--- src/rtl/mic_dma_reader.sv ---
// Avalon-MM read-master DMA replaying per-channel mic regions from SDRAM onto a tagged valid/ready stream.
// Optional feature: define MIC_RD_LOOP_EN for continuous loop playback while start stays high.
module mic_dma_reader #(
  parameter int unsigned NUM_MIC_PAIRS = 5,
  parameter logic [31:0] REGION_STRIDE = 32'd7680000,
  parameter int unsigned FIFO_DEPTH    = 8
) (
  input  logic        CLK,
  input  logic        RESET,
  output logic [31:0] AM_ADDR,
  output logic [2:0]  AM_BURSTCOUNT,
  output logic        AM_READ,
  output logic [3:0]  AM_BYTEENABLE,
  input  logic        AM_WAITREQUEST,
  input  logic [31:0] AM_READDATA,
  input  logic        AM_READDATAVALID,
  input  logic        start,
  input  logic [31:0] start_address,
  input  logic [31:0] number_samples,
  input  logic        half_way_ack,
  input  logic        end_ack,
  output logic        half_way_latch,
  output logic        end_latch,
  output logic        FINISHED,
  output logic [31:0] out_data,
  output logic [2:0]  out_channel,
  output logic        out_valid,
  input  logic        out_ready
);

  localparam int unsigned AW      = $clog2(FIFO_DEPTH);
  localparam int unsigned CW      = AW + 1;
  localparam logic [2:0]  LAST_CH = 3'(NUM_MIC_PAIRS - 1);

  typedef enum logic [2:0] {
    S_IDLE,
    S_SETUP,
    S_ISSUE,
    S_DRAIN,
    S_FIN
  } state_t;

  state_t         state_q, state_d;
  logic [31:0]    base_q, base_d;
  logic [31:0]    total_q, total_d;
  logic [31:0]    ptr_q [8];
  logic [31:0]    ptr_d [8];
  logic [2:0]     ch_q, ch_d;
  logic [31:0]    issued_q, issued_d;
  logic [31:0]    outcnt_q, outcnt_d;
  logic [2:0]     outch_q, outch_d;
  logic [CW-1:0]  pending_q, pending_d;
  logic [AW-1:0]  wr_q, wr_d;
  logic [AW-1:0]  rd_q, rd_d;
  logic [CW-1:0]  cnt_q, cnt_d;
  logic           am_read_q, am_read_d;
  logic [31:0]    am_addr_q, am_addr_d;
  logic           hw_q, hw_d;
  logic           end_q, end_d;
  logic           fin_q, fin_d;
  logic [31:0]    fifo_mem [FIFO_DEPTH];

  logic accept, push, pop, hw_set, end_set;

  function automatic logic [2:0] next_ch(input logic [2:0] c);
    return (c == LAST_CH) ? 3'd0 : c + 3'd1;
  endfunction

  assign accept  = am_read_q & ~AM_WAITREQUEST;
  // Returns outside an active transfer belong to abandoned or foreign reads.
  assign push    = AM_READDATAVALID & ((state_q == S_ISSUE) | (state_q == S_DRAIN));
  assign pop     = out_valid & out_ready;
  assign hw_set  = pop & ((outcnt_q + 32'd1) == (total_q >> 1)) & ((total_q >> 1) != 32'd0);
  assign end_set = pop & ((outcnt_q + 32'd1) == total_q);

  always_comb begin
    state_d   = state_q;
    base_d    = base_q;
    total_d   = total_q;
    ptr_d     = ptr_q;
    ch_d      = ch_q;
    issued_d  = issued_q;
    outcnt_d  = outcnt_q;
    outch_d   = outch_q;
    wr_d      = wr_q + AW'(push);
    rd_d      = rd_q + AW'(pop);
    cnt_d     = cnt_q + CW'(push) - CW'(pop);
    pending_d = pending_q + CW'(accept) - CW'(push);
    am_read_d = 1'b0;
    am_addr_d = am_addr_q;
    hw_d      = half_way_ack ? 1'b0 : (hw_set ? 1'b1 : hw_q);
    end_d     = end_ack ? 1'b0 : (end_set ? 1'b1 : end_q);
    fin_d     = (state_q == S_FIN) & start;

    if (accept) begin
      ptr_d[ch_q] = ptr_q[ch_q] + 32'd4;
      ch_d        = next_ch(ch_q);
      issued_d    = issued_q + 32'd1;
    end
    if (pop) begin
      outcnt_d = outcnt_q + 32'd1;
      outch_d  = next_ch(outch_q);
    end

    case (state_q)
      S_IDLE: begin
        if (start) begin
          base_d  = start_address;
          total_d = number_samples * 32'(NUM_MIC_PAIRS);
          state_d = S_SETUP;
        end
      end
      S_SETUP: begin
        for (int i = 0; i < 8; i++) ptr_d[i] = base_q + REGION_STRIDE * 32'(i);
        issued_d  = 32'd0;
        outcnt_d  = 32'd0;
        ch_d      = 3'd0;
        outch_d   = 3'd0;
        pending_d = '0;
        state_d   = (total_q == 32'd0) ? S_FIN : S_ISSUE;
      end
      S_ISSUE: begin
        if (accept && ((issued_q + 32'd1) == total_q)) state_d = S_DRAIN;
      end
      S_DRAIN: begin
        if ((pending_q == '0) && (cnt_q == '0) && (outcnt_q == total_q)) begin
`ifdef MIC_RD_LOOP_EN
          state_d = start ? S_SETUP : S_FIN;
`else
          state_d = S_FIN;
`endif
        end
      end
      S_FIN: begin
        if (!start) state_d = S_IDLE;
      end
      default: state_d = S_IDLE;
    endcase

    // Request stage: a stalled request holds; otherwise issue only with FIFO credit left.
    if (state_q == S_ISSUE) begin
      if (am_read_q && AM_WAITREQUEST) begin
        am_read_d = 1'b1;
      end else if ((issued_d < total_q) &&
                   ((32'(pending_d) + 32'(cnt_d)) < 32'(FIFO_DEPTH))) begin
        am_read_d = 1'b1;
        am_addr_d = ptr_d[ch_d];
      end
    end
  end

  always_ff @(posedge CLK) begin
    if (RESET) begin
      state_q   <= S_IDLE;
      ch_q      <= 3'd0;
      issued_q  <= 32'd0;
      outcnt_q  <= 32'd0;
      outch_q   <= 3'd0;
      pending_q <= '0;
      wr_q      <= '0;
      rd_q      <= '0;
      cnt_q     <= '0;
      am_read_q <= 1'b0;
      am_addr_q <= 32'd0;
      hw_q      <= 1'b0;
      end_q     <= 1'b0;
      fin_q     <= 1'b0;
    end else begin
      state_q   <= state_d;
      ch_q      <= ch_d;
      issued_q  <= issued_d;
      outcnt_q  <= outcnt_d;
      outch_q   <= outch_d;
      pending_q <= pending_d;
      wr_q      <= wr_d;
      rd_q      <= rd_d;
      cnt_q     <= cnt_d;
      am_read_q <= am_read_d;
      am_addr_q <= am_addr_d;
      hw_q      <= hw_d;
      end_q     <= end_d;
      fin_q     <= fin_d;
    end
  end

  // Data-path registers carry no reset; their validity is tracked by the control state.
  always_ff @(posedge CLK) begin
    base_q  <= base_d;
    total_q <= total_d;
    ptr_q   <= ptr_d;
    if (push) fifo_mem[wr_q] <= AM_READDATA;
  end

  assign AM_ADDR        = am_addr_q;
  assign AM_READ        = am_read_q;
  assign AM_BURSTCOUNT  = 3'd1;
  assign AM_BYTEENABLE  = 4'hF;
  assign out_valid      = (cnt_q != '0);
  assign out_data       = out_valid ? fifo_mem[rd_q] : 32'd0;
  assign out_channel    = outch_q;
  assign half_way_latch = hw_q;
  assign end_latch      = end_q;
  assign FINISHED       = fin_q;

endmodule

--- config.mk ---
export PLATFORM = sky130hd
export DESIGN_NAME = mic_dma_reader
export DESIGN_NICKNAME = d
export VERILOG_FILES = /design/src/rtl/mic_dma_reader.sv
export SDC_FILE = /design/constraint.sdc
export NUM_CORES = 2
export LEC_CHECK = 0
export CORE_UTILIZATION = 50
export CTS_CLUSTER_DIAMETER = 100
export DETAILED_ROUTE_END_ITERATION = 16
export MAX_ROUTING_LAYER = met4
export PLACE_DENSITY = 0.71
export SKIP_LAST_GASP = 1
export SLEW_MARGIN = 15
export SYNTH_ARGS = -nofsm -noshare
export SYNTH_HDL_FRONTEND = slang
export SYNTH_SLANG_ARGS = --single-unit
--- constraint.sdc ---
create_clock -name CLK -period 6 [get_ports CLK]
set_clock_uncertainty 0.05 [all_clocks]
set_input_delay 0.9 -clock CLK [delete_from_list [all_inputs] [get_ports CLK]]
set_output_delay 0.9 -clock CLK [all_outputs]
set_load 0.01 [all_outputs]
==> impl_metrics.py <==
metrics = {
    "clock_tree": {
        "cts_inserted_buffers": 78,
        "root_buffer": "clkbuf_16",
        "cts_tree": "yes",
        "post_cts_buffers": 0,
        "ctsHoldBuffers": 0,
        "cts_buffer_depth": 3,
        "cts_sinks": 699,
        "htreeDepth": 3,
        "cts.repair.resized": 0,
        "insertion_delay_ns": 0.65,
        "clk_pin_slew_ns": 0.07,
    },
    "setup_path": {
        "timing.rr.end": "AM_ADDR[30]$_SDFFE_PP0P_",
        "worstReg2RegStart": "issued_q[10]$_SDFF_PP0_",
        "required_ns": 6.50,
        "crit_arrival_ns": 6.01,
        "endpoint_kind": "flip-flop",
        "crit_path_max_incr_delay_ns": 0.69,
        "start_kind": "flip-flop",
        "crit_path_cell_trace": "nand4_1 > nor3_1 > nand3_1 > nor2_1 > nand3_1 > xor2_1 > nor2_1 > ha_1 > nand4_1 > or2_2 > nor3_1 > nand2_1 > o311a_1 > and3_2 > nor2_1 > a22oi_1 > o21ai_0",
        "crit_path_top_delay_cell": "nor2_1",
        "crit_family": "simple AND/OR/NAND/NOR gates",
        "path_class": "flip-flop to flip-flop",
        "crit_cells": 17,
        "cp.buffers_inverters": 0,
        "reg2reg_slack_ns": 0.49,
        "crit_top_cell": "nor2_1",
        "crit_fanout": 18,
        "reg2reg_depth": 17,
    },
    "die": {
        "die_area_um2": 80100,
        "chipWidth_um": 283,
        "design.core.area_um2": 77800,
        "num_rows": 102,
        "initial_core_util": 0.507,
        "ioPinCount": 183,
        "die_h_um": 283,
    },
    "run_status": {
        "status": "complete, no violations",
    },
    "grt": {
        "grt_overflow": 0,
        "grt_max_degree": 106,
        "track_usage": 0.317,
        "first_global_vias": 31500,
        "grt_pass1_wl_um": 191000,
        "antenna_found_initial": 3,
    },
    "placement": {
        "dp_hpwl_um": 84800,
        "port_buffers": 175,
        "place_area_um2": 42400,
        "gp_congestion": 1.02,
    },
    "timing": {
        "rsz0062_at_grt": "false",
        "fin_hold_ws_ns": 0.397,
        "report.final.slew_viol_count": 0,
        "tightest_slew_ns": 1.27,
        "period_share": 0.918,
        "post-route-min-period_ns": 5.51,
        "fmax_mhz": 182,
        "finalSetupViolCount": 0,
        "hold_viol": 0,
        "fin_setup_tns_ns": 0,
        "slew_headroom": 0.149,
    },
    "route": {
        "vias": 33300,
        "drt_iter0_drc": 4483,
        "drc": 0,
        "drt_pass1_iterations": 8,
        "wl_um": 126000,
        "detail-route-antenna-nets": 0,
        "routed_via_density": 6.36,
        "wl_per_cell_um": 24.1,
    },
    "synth": {
        "synthArstFlopShare": 0,
        "syn_area_um2": 39500,
        "syn_avg_cell_area_um2": 9.72,
        "synth_seq_area_share": 0.436,
        "synth_top_flop_cell": "dfxtp_1",
        "synth.distinct_cells": 93,
        "synth_edf_count": 320,
        "synth-seq-cells": 699,
        "syn_inst": 4062,
        "ys.warnings.count": 0,
    },
    "hold_path": {
        "whs_path_depth": 1,
        "hold_path.class": "flip-flop to flip-flop",
        "holdPathEnd": "ptr_q[160]$_DFF_P_",
        "hold_start": "ptr_q[160]$_DFF_P_",
    },
    "pwr": {
        "p_leak_nw": 16.6,
        "p_per_area_nw_per_um2": 445,
        "ir_drop_mv": 0.315,
        "power_mw": 20.1,
    },
    "layout": {
        "final_core_util": 0.580,
        "stdcell_area_um2": 45200,
        "area_delta_synth_final_pct": 14.4,
        "drive_gt1_frac": 0.104,
        "nNetsFinal": 4363,
    },
    "flow_run": {
        "cap_violations": 0,
    },
}
-- registers in the layout (all words and copies together), names as in the netlist, 3 cells and up --
name,cells
total_q,32
cnt_q,4
issued_q,32
ptr_q,256
pending_q,4
rd_q,3
out_channel,3
base_q,32
state_q,3
AM_ADDR,32
outcnt_q,32
fifo_mem,256
wr_q,3
ch_q,3
-- worst reg2reg max path: stages, from the launching register on --
cell     delay (ns)
dfxtp_1        0.47
nand4_1        0.20
nor3_1         0.49
nand3_1        0.36
nor2_1         0.37
nand3_1        0.18
xor2_1         0.20
nor2_1         0.07
ha_1           0.35
nand4_1        0.10
or2_2          0.29
nor3_1         0.40
nand2_1        0.11
o311a_1        0.38
and3_2         0.39
nor2_1         0.71
a22oi_1        0.20
o21ai_0        0.11
-- cell type report --
type / instances / area, µm²
Multi-Input combinational cell: 2977 / 20900
Fill cell: 6655 / 32700
Sequential cell: 699 / 17200
Inverter: 81 / 307
Clock buffer: 103 / 2170
Clock inverter: 39 / 554
Antenna cell: 4 / 10.0
Timing Repair Buffer: 295 / 2730
Tap cell: 1040 / 1300
-- routing by layer --
metal,vias up,track usage,wire (µm)
met5,-,-,0
li1,15000,-,-
met2,2009,0.476,56200
met4,0,0.160,7040
met1,15900,0.412,50200
met3,444,0.0573,13000
-- power by group --
group          internal [mW]  total [mW]  switching (mW)
sequential              6.20        7.21            1.02
combinational           3.23        7.85            4.62
clock                   2.97        5.04            2.07
total                   12.4        20.1            7.70
-- cell usage after synthesis, types with 13 or more instances --
cell type,instances,share of area
clkbuf_1,229,0.022
edfxtp_1,320,0.24
a21oi_1,239,0.030
a21o_1,53,0.010
nand2_1,461,0.044
o211ai_1,37,0.0070
o31ai_1,24,0.0046
dfxtp_1,379,0.19
o21a_1,15,0.0029
inv_1,73,0.0069
a31oi_1,109,0.017
o21ai_0,168,0.021
xor2_1,139,0.031
a211oi_1,56,0.011
a311oi_1,15,0.0033
nor2b_1,23,0.0036
mux2i_1,91,0.023
nor4_1,42,0.0067
buf_2,13,0.0016
and2_1,19,0.0030
xnor2_1,246,0.055
or3_1,24,0.0038
nor2_1,387,0.037
ha_1,124,0.039
nand4_1,62,0.0098
buf_1,52,0.0049
nor3_1,131,0.017
mux4_2,107,0.061
nand3_1,117,0.015
mux4_1,17,0.011
and3_1,27,0.0043
nand2b_1,26,0.0041
-- stage by stage --
step | instances | setup slack, ns
finish | 5238 | 0.494
global route | 5236 | 0.169
CTS | 5234 | 0.564
detailed placement | 5092 | 0.488
global placement | 5092 | 0.605
floorplan | 4067 | 0.0774
-- logic make-up (layout without fill, tap and decap cells) --
kind of cell    after synthesis  count (layout)  share of synthesized area
compound gates              850             850                      0.138
xor+xnor                    385             385                     0.0854
fa+ha+maj                   127             127                     0.0408
buf+inv                     391             518                     0.0400
flops                       699             699                      0.436
mux                         227             227                     0.0990
other cells                   2              11                   0.000190
simple gates               1381            1381                      0.161
-- how the worst max path moves through the flow --
stage                             from                        to  slack, ns
2_1_floorplan                    start       base_q[0]$_DFFE_PP_       0.08
3_3_place_gp            AM_WAITREQUEST  AM_ADDR[15]$_SDFFE_PP0P_       0.60
3_5_place_dp            AM_WAITREQUEST  AM_ADDR[24]$_SDFFE_PP0P_       0.49
4_1_cts        issued_q[10]$_SDFF_PP0_  AM_ADDR[30]$_SDFFE_PP0P_       0.56
5_1_grt        issued_q[10]$_SDFF_PP0_  AM_ADDR[24]$_SDFFE_PP0P_       0.17
6_report       issued_q[10]$_SDFF_PP0_  AM_ADDR[30]$_SDFFE_PP0P_       0.49
-- cells in the final DEF, fill, tap and decap left out, drive strengths merged, types with 103 or more instances in the layout --
| cell | count |
|---|---|
| nand3 | 118 |
| clkbuf | 103 |
| dfxtp | 379 |
| nor3 | 134 |
| buf | 121 |
| o21ai | 170 |
| xor2 | 139 |
| ha | 124 |
| clkdlybuf4s50 | 174 |
| mux4 | 124 |
| nand2 | 464 |
| xnor2 | 246 |
| edfxtp | 320 |
| a21oi | 239 |
| nor2 | 387 |
| a31oi | 109 |
Note: power is estimated with default switching activity, not from simulation.
